==> src/rtl/spi_cmd_master.sv <==
// SPI mode-0 initiator for the TRS-IO FPGA command protocol.
// Sends cmd + 0..4 param bytes, with an optional 9-bit response phase.
//
// Ports:
//   clk, reset        system clock, synchronous active-high reset
//   start             request strobe, taken only in IDLE outside done
//   cmd[7:0]          command byte, sent first, MSB first
//   params[31:0]      param bytes, [7:0] sent first
//   n_params[2:0]     param byte count, clamped to 4
//   resp_en           append 9-bit response phase
//   busy, done        transaction in progress / 1-cycle end pulse
//   resp[7:0]         response byte, updated with done when resp_en
//   SCK, MOSI, CS     SPI outputs (SCK idles low, CS active low)
//   MISO              asynchronous SPI input, double-flopped
module spi_cmd_master #(
    parameter int CLK_DIV  = 8,
    parameter int CS_SETUP = 8,
    parameter int CS_GAP   = 16
) (
    input  logic        clk,
    input  logic        reset,
    input  logic        start,
    input  logic [7:0]  cmd,
    input  logic [31:0] params,
    input  logic [2:0]  n_params,
    input  logic        resp_en,
    output logic        busy,
    output logic        done,
    output logic [7:0]  resp,
    output logic        SCK,
    output logic        MOSI,
    output logic        CS,
    input  logic        MISO
);

    localparam int MAXC =
        (CLK_DIV > CS_SETUP)
            ? ((CLK_DIV > CS_GAP) ? CLK_DIV : CS_GAP)
            : ((CS_SETUP > CS_GAP) ? CS_SETUP : CS_GAP);
    localparam int CW = $clog2(MAXC) + 1;

    localparam logic [CW-1:0] DIV_LAST   = CW'(CLK_DIV - 1);
    localparam logic [CW-1:0] SETUP_LAST = CW'(CS_SETUP - 1);
    localparam logic [CW-1:0] GAP_LAST   = CW'(CS_GAP - 1);

    typedef enum logic [2:0] {
        IDLE,
        SETUP,
        LOW,
        HIGH,
        HOLD,
        GAP
    } state_t;

    state_t        state;
    logic [CW-1:0] cnt;
    logic [5:0]    bit_cnt;
    logic [5:0]    total;
    logic [39:0]   tx;
    logic [7:0]    rx;
    logic          miso_s1;
    logic          miso_s2;
    logic          resp_en_q;

    logic [2:0]    n_c;
    logic [5:0]    tot_in;
    logic [5:0]    bit_nx;
    logic [7:0]    p0, p1, p2, p3;

    assign n_c    = (n_params > 3'd4) ? 3'd4 : n_params;
    assign tot_in = 6'd8 + {n_c, 3'b000}
                  + (resp_en ? 6'd9 : 6'd0);
    assign bit_nx = bit_cnt + 6'd1;

    // Unsent param bytes load as zero, so the shifter
    // naturally drives MOSI=0 through the response phase.
    assign p0 = (n_c >= 3'd1) ? params[7:0]   : 8'h00;
    assign p1 = (n_c >= 3'd2) ? params[15:8]  : 8'h00;
    assign p2 = (n_c >= 3'd3) ? params[23:16] : 8'h00;
    assign p3 = (n_c >= 3'd4) ? params[31:24] : 8'h00;

    always_ff @(posedge clk) begin
        if (reset) begin
            state     <= IDLE;
            cnt       <= '0;
            bit_cnt   <= '0;
            total     <= '0;
            tx        <= '0;
            rx        <= '0;
            miso_s1   <= 1'b0;
            miso_s2   <= 1'b0;
            resp_en_q <= 1'b0;
            busy      <= 1'b0;
            done      <= 1'b0;
            resp      <= 8'h00;
            SCK       <= 1'b0;
            MOSI      <= 1'b0;
            CS        <= 1'b1;
        end else begin
            miso_s1 <= MISO;
            miso_s2 <= miso_s1;
            done    <= 1'b0;
            cnt     <= cnt + CW'(1);
            unique case (state)
                IDLE: begin
                    cnt <= '0;
                    // done=1 marks the cycle right after GAP;
                    // a start there belongs to the old request.
                    if (start && !done) begin
                        state     <= SETUP;
                        busy      <= 1'b1;
                        CS        <= 1'b0;
                        MOSI      <= cmd[7];
                        tx        <= {cmd[6:0], p0, p1, p2, p3, 1'b0};
                        total     <= tot_in;
                        bit_cnt   <= '0;
                        resp_en_q <= resp_en;
                    end
                end
                SETUP: begin
                    if (cnt == SETUP_LAST) begin
                        state <= LOW;
                        cnt   <= '0;
                    end
                end
                LOW: begin
                    if (cnt == DIV_LAST) begin
                        // Every bit is sampled; only the last
                        // eight (response samples 2..9) survive.
                        rx    <= {rx[6:0], miso_s2};
                        SCK   <= 1'b1;
                        state <= HIGH;
                        cnt   <= '0;
                    end
                end
                HIGH: begin
                    if (cnt == DIV_LAST) begin
                        SCK     <= 1'b0;
                        cnt     <= '0;
                        bit_cnt <= bit_nx;
                        if (bit_nx == total) begin
                            state <= HOLD;
                            MOSI  <= 1'b0;
                        end else begin
                            state <= LOW;
                            MOSI  <= tx[39];
                            tx    <= {tx[38:0], 1'b0};
                        end
                    end
                end
                HOLD: begin
                    if (cnt == DIV_LAST) begin
                        CS    <= 1'b1;
                        state <= GAP;
                        cnt   <= '0;
                    end
                end
                GAP: begin
                    if (cnt == GAP_LAST) begin
                        state <= IDLE;
                        busy  <= 1'b0;
                        done  <= 1'b1;
                        if (resp_en_q) begin
                            resp <= rx;
                        end
                    end
                end
                default: begin
                    state <= IDLE;
                end
            endcase
        end
    end

endmodule
==> config.mk <==
export PLATFORM = sky130hd
export DESIGN_NAME = spi_cmd_master
export DESIGN_NICKNAME = d
export VERILOG_FILES = /design/src/rtl/spi_cmd_master.sv
export SDC_FILE = /design/constraint.sdc
export NUM_CORES = 1
export LEC_CHECK = 0
export CORE_ASPECT_RATIO = 0.9
export CORE_MARGIN = 4
export CORE_UTILIZATION = 58
export DETAILED_ROUTE_END_ITERATION = 7
export PLACE_DENSITY = 0.85
export SYNTH_ARGS = -nofsm -noshare
export SYNTH_HDL_FRONTEND = slang
export SYNTH_SLANG_ARGS = --single-unit
==> constraint.sdc <==
create_clock -name clk -period 3.7 [get_ports clk]
set_input_delay 0.74 -clock clk [delete_from_list [all_inputs] [get_ports clk]]
set_output_delay 0.74 -clock clk [all_outputs]
set_load 0.01 [all_outputs]
==> impl_metrics.py, run 1 <==
metrics = {
    "yosys": {
        "synth.distinct_cells": 44,
        "synth_common_cells": "dfxtp_1, nor2_1, inv_1",
        "yosys.cell_count.top_type": "dfxtp_1",
        "ys_warn_count": 0,
        "yosysSeqAreaShare_pct": 42.1,
        "syn_inst": 425,
        "syn_avg_cell_area_um2": 8.95,
        "synthFlopType": "dfxtp_1",
        "synth_area_leader_cell": "dfxtp_1",
        "yosys-top-cells-area": "dfxtp_1, a221oi_1, nor2_1",
        "synthesis.area_mm2": 0.00380,
        "synth_edf_count": 0,
        "syn-num-nets": 478,
        "async_reset_ff_share_pct": 0,
        "synth_seq_cells": 80,
        "synth_top_area_share_pct": 42.1,
    },
    "clocking": {
        "postCtsHoldBufs": 0,
        "cts_sinks": 80,
        "ctsResizeCount": 0,
        "cts_buffer_depth": 2,
        "cts_htree_levels": 3,
        "cts_setup_buffers": 0,
        "cts_root_buf": "clkbuf_8",
        "numCtsBuffers": 9,
        "clk_pin_slew_ns": 0.08,
        "clk_latency_ns": 0.35,
        "cts_tree": "done",
    },
    "timing": {
        "fmax_mhz": 374,
        "relSlewSlack_pct": 29.8,
        "hold_viol_final": 0,
        "finalCritPeriodShare_pct": 72.2,
        "fin_crit_ns": 2.67,
        "setup_violations": 0,
        "tightest_slew_ns": 1.05,
        "finalWorstSetupSlack_ns": 1.03,
        "slew_viol_final": 0,
        "timing.setup.tns_ns": 0,
        "fin_skew_ns": 0.00946,
        "rsz0062_at_grt": "no",
    },
    "placement": {
        "port_buffers": 60,
        "dp.final_hpwl_um": 5710,
        "place.gp.congestion": 0.802,
        "dp_slack_ns": 0.868,
    },
    "floorplan": {
        "ios": 61,
        "die_h_um": 84.8,
        "fp.dieW_um": 93.4,
        "fp-row-count": 27,
        "initial_core_util_pct": 60.9,
        "coreArea_mm2": 0.00625,
        "fp.dieArea_mm2": 0.00792,
    },
    "critical_path": {
        "worstReg2RegStart": "state[0]",
        "cp-start-kind": "register",
        "cp-startpoint": "state[0]",
        "crit_fanout": 22,
        "crit_arrival_ns": 2.85,
        "crit_required_ns": 3.88,
        "crit_type": "register to register",
        "reg2reg_slack_ns": 1.03,
        "worst_setup_path_end_kind": "register",
        "r2r-end": "tx[26]",
        "reg2regPathDepth": 6,
    },
    "job": {
        "drv_cap": 0,
    },
    "global_route": {
        "antenna_found_initial": 0,
        "grt.total_usage_pct": 22.7,
        "first_global_vias": 3220,
        "grt_max_degree": 55,
        "grt_pass1_wl_um": 14800,
        "overflow": 0,
    },
    "finish": {
        "syn_to_final_growth_pct": 21.3,
        "final_nets": 523,
        "diodes": 0,
        "drive_above_1_share_pct": 10.5,
    },
    "routing": {
        "drt-total-wl_um": 8770,
        "antenna_left": 0,
        "drc": 0,
        "wl_per_cell_um": 15.6,
        "drtIter0Drc": 170,
        "drt_pre_antenna_iters": 4,
        "vias_per_cell": 5.87,
        "vias": 3300,
    },
    "power_and_ir_drop": {
        "p_per_area_mw_per_mm2": 408,
        "power.leakage_nw": 1.84,
        "ir_worst_vdd_uv": 281,
    },
    "hold_path": {
        "hp-start": "cnt[0]",
        "whs_path_depth": 1,
        "min_path_type": "register to register",
        "hold_end": "cnt[0]",
    },
    "status": {
        "status": "finished clean",
    },
}
## cell families (layout without fill, tap and decap cells)
group	after synthesis	count (layout)	share of synthesized area (%)
xor+xnor	10	10	2.30
compound gates	108	108	22.5
fa+ha+maj	5	5	1.64
buf+inv	69	119	7.66
flops	80	80	42.1
simple gates	125	125	16.1
mux	28	28	7.66
## flip-flops by register name (all words and copies together), names as in the netlist, 3 cells and up
| name | cells |
|---|---|
| tx | 39 |
| cnt | 5 |
| rx | 8 |
| bit_cnt | 6 |
| total | 4 |
| resp | 8 |
| state | 3 |
## power breakdown
group          total [W]  internal [W]  switching [W]  leakage (nW)
combinational   0.000288      0.000146       0.000142          1.08
sequential      0.000954      0.000917      0.0000368         0.655
clock           0.000642      0.000329       0.000313        0.0993
## worst max-delay path, cell delays in order (launching register included)
cell and delay [ns]:
dfxtp_1 0.64, nand3b_1 0.13, buf_4 0.24, nor3_1 0.40, a21o_1 0.61, buf_4 0.35, a221oi_1 0.12
## per-layer routing
layer	GRT usage, %	vias up	wire length (um)
met4	6.52	0	112
met2	36.3	86	4220
li1	-	1619	-
met1	29.9	1579	3990
met3	6.47	16	442
met5	0	-	0
## per-stage QoR
step / utilization, % / instance area (um2) / power, W / std cells / hold slack, ns
6_report: 73.9 / 4620 / 0.00188 / 562 / 0.453
5_1_grt: 73.9 / 4620 / 0.00196 / 562 / 0.484
4_1_cts: 73.9 / 4620 / 0.00188 / 562 / 0.458
3_5_place_dp: 70.7 / 4420 / 0.00126 / 546 / 0.438
3_3_place_gp: 70.7 / 4420 / 0.00125 / 546 / 0.428
2_1_floorplan: - / 3800 / 0.00115 / 425 / 0.414
## placed cells by master (no fill, tap or decap), types with 13 or more instances in the layout
| master | Yosys | routed |
|---|---|---|
| nor2b_1 | 13 | 13 |
| nand2_1 | 13 | 13 |
| mux2i_1 | 19 | 19 |
| o21ai_0 | 15 | 15 |
| a211oi_1 | 23 | 23 |
| dfxtp_1 | 80 | 80 |
| clkdlybuf4s50_1 | 0 | 59 |
| a21oi_1 | 13 | 13 |
| nor2_1 | 61 | 60 |
| a221oi_1 | 27 | 27 |
| inv_1 | 35 | 35 |
## cell type report
type	instances	area [um2]
multi-input cells	276	1920
fillers	468	1630
flip-flops and latches	80	1600
repair buffers	68	656
clock buffers	11	141
inverters	35	131
well taps	87	109
clock inverters	5	56.3
## how the worst max path moves through the flow
stage,endpoint,cells after the start
2_1_floorplan,tx[31],7
3_3_place_gp,tx[1],8
3_5_place_dp,tx[26],8
4_1_cts,tx[23],6
5_1_grt,tx[26],6
6_report,tx[26],6
Note: power is estimated with default switching activity, not from simulation.
==> run 2: changes to the inputs <==
--- a/config.mk
+++ b/config.mk
@@ -7,9 +7,9 @@
 export LEC_CHECK = 0
 export CORE_ASPECT_RATIO = 0.9
 export CORE_MARGIN = 4
-export CORE_UTILIZATION = 58
+export CORE_UTILIZATION = 48
 export DETAILED_ROUTE_END_ITERATION = 7
-export PLACE_DENSITY = 0.85
+export PLACE_DENSITY = 0.76
 export SYNTH_ARGS = -nofsm -noshare
 export SYNTH_HDL_FRONTEND = slang
 export SYNTH_SLANG_ARGS = --single-unit
==> constraint.sdc (replaced) <==
create_clock -name clk -period 2.2 [get_ports clk]
set_input_delay 0.44 -clock clk [delete_from_list [all_inputs] [get_ports clk]]
set_output_delay 0.44 -clock clk [all_outputs]
set_load 0.01 [all_outputs]
==> impl_metrics.py, run 2 (same netlist as run 1, synthesis figures left out) <==
metrics = {
    "power_and_ir_drop": {
        "ir_worst_vdd_uv": 354,
        "power.leakage_nw": 1.94,
        "p_per_area_mw_per_mm2": 669,
        "power_w": 0.00322,
    },
    "clocking": {
        "cts_sinks": 80,
        "clk_latency_ns": 0.35,
        "numCtsBuffers": 9,
        "cts_buffer_depth": 2,
        "cts_tree": "done",
        "cts_htree_levels": 3,
        "clk_pin_slew_ns": 0.09,
        "cts_root_buf": "clkbuf_8",
    },
    "global_route": {
        "grt_pass1_wl_um": 14600,
        "grt_max_degree": 39,
        "overflow": 0,
        "antenna_found_initial": 0,
        "first_global_vias": 3155,
        "grt.total_usage_pct": 19.2,
    },
    "finish": {
        "drive_above_1_share_pct": 15.2,
        "fill_cells": 639,
        "largest_reg_flops": 39,
        "utilization_pct": 63.1,
        "syn_to_final_growth_pct": 26.4,
        "diodes": 0,
        "top_register": "tx",
        "final_nets": 541,
        "seqCellArea_mm2": 0.00160,
        "final_cell_mix": "dfxtp_1, nor2_1, clkdlybuf4s50_1, inv_1, a221oi_1",
        "multiInputGateArea_mm2": 0.00194,
        "final_common_cell": "dfxtp_1",
        "reg_top3": "tx x39, resp x8, rx x8",
    },
    "timing": {
        "fin_skew_ns": 0.00943,
        "tightest_slew_ns": 0.699,
        "finalCritPeriodShare_pct": 94.4,
        "slew_viol_final": 0,
        "fin_crit_ns": 2.08,
        "fmax_mhz": 481,
        "relSlewSlack_pct": 53.4,
        "hold_viol_final": 0,
        "timing.setup.tns_ns": 0,
        "setup_violations": 0,
        "rsz0062_at_grt": "no",
    },
    "routing": {
        "drtIter0Drc": 155,
        "vias": 3244,
        "wl_per_cell_um": 14.8,
        "vias_per_cell": 5.51,
        "antenna_left": 0,
        "drc": 0,
        "drt-total-wl_um": 8750,
        "drt_pre_antenna_iters": 4,
    },
    "critical_path": {
        "cp_slowest_cell": "dfxtp_1",
        "reg2reg_slack_ns": 0.12,
        "crit_arrival_ns": 2.32,
        "reg2regPathDepth": 6,
        "worst_setup_path_end_kind": "register",
        "cp-start-kind": "register",
        "worstPathCellList": "nand3_2, or3_1, a211oi_2, a21o_1, buf_12, mux2_2",
        "crit_fanout": 23,
        "crit_type": "register to register",
        "worstReg2RegStart": "bit_cnt[1]",
        "crit_required_ns": 2.44,
        "slowest_delay_ns": 0.41,
        "r2r-end": "tx[11]",
    },
    "floorplan": {
        "ios": 61,
        "fp-row-count": 30,
        "initial_core_util_pct": 49.9,
        "die_h_um": 92.5,
        "coreArea_mm2": 0.00762,
        "fp.dieW_um": 102,
        "fp.dieArea_mm2": 0.00942,
    },
    "status": {
        "status": "finished clean",
    },
    "hold_path": {
        "whs_path_depth": 1,
        "hp-start": "cnt[0]",
        "hold_end": "cnt[0]",
        "min_path_type": "register to register",
    },
    "placement": {
        "port_buffers": 60,
        "dp.final_hpwl_um": 5990,
        "place.gp.congestion": 0.841,
    },
    "job": {
        "drv_cap": 0,
    },
}
[run 2: how the worst max path moves through the flow]
stage	endpoint	slack (ns)	start
6_report	tx[11]	0.12	bit_cnt[1]
5_1_grt	tx[7]	0.01	bit_cnt[1]
4_1_cts	tx[11]	0.02	bit_cnt[0]
3_5_place_dp	tx[6]	0.06	start
3_3_place_gp	tx[8]	0.12	start
2_1_floorplan	tx[10]	0.19	bit_cnt[0]
[run 2: cell type report]
class,count,area share [%]
clock inverters,7,1.61
clock buffers,9,2.57
flip-flops and latches,80,33.3
repair buffers,86,17.0
inverters,35,2.73
well taps,96,2.50
multi-input cells,276,40.3
[run 2: worst max-delay path, delay by kind of cell, from the launching register on]
| family | cells | cell delay, ns |
|---|---|---|
| AND/OR/NAND/NOR | 2 | 0.50 |
| AO/OA/AOI/OAI | 2 | 0.50 |
| flip-flops | 1 | 0.41 |
| multiplexers | 1 | 0.35 |
| buffers and inverters | 1 | 0.19 |
[run 2: report_power, final]
| group | switching, W | internal (W) | total, W |
|---|---|---|---|
| clock | 0.000571 | 0.000536 | 0.00111 |
| combinational | 0.000255 | 0.000269 | 0.000524 |
| sequential | 0.0000467 | 0.00154 | 0.00159 |
| total | 0.000873 | 0.00235 | 0.00322 |
[run 2: metal layers]
layer  track usage (%)  routed length [um]  vias up
li1                  -                   -     1643
met1              25.5                4140     1519
met2              30.7                4090       69
met3              4.22                 397       13
met4              6.67                 123        0
met5                 0                   0        -
[run 2: timing repair]
| item | in CTS | in global routing |
|---|---|---|
| gates resized for setup | 0 | 6 |
| hold buffers | 0 | 0 |
| endpoints found under the hold margin | 0 | 0 |
| buffers inserted | 0 | 3 |
| setup endpoints to repair | 0 | 40 |
[run 2: stage by stage]
stage	cells	instance area, um2	worst slack [ns]	hold WS, ns
after CTS	586	4770	0.0150	0.459
after global routing	589	4810	0.0127	0.477
after global placement	570	4570	0.115	0.428
final	589	4810	0.122	0.456
after floorplan	425	3800	0.193	0.414
after detailed placement	570	4570	0.0574	0.446
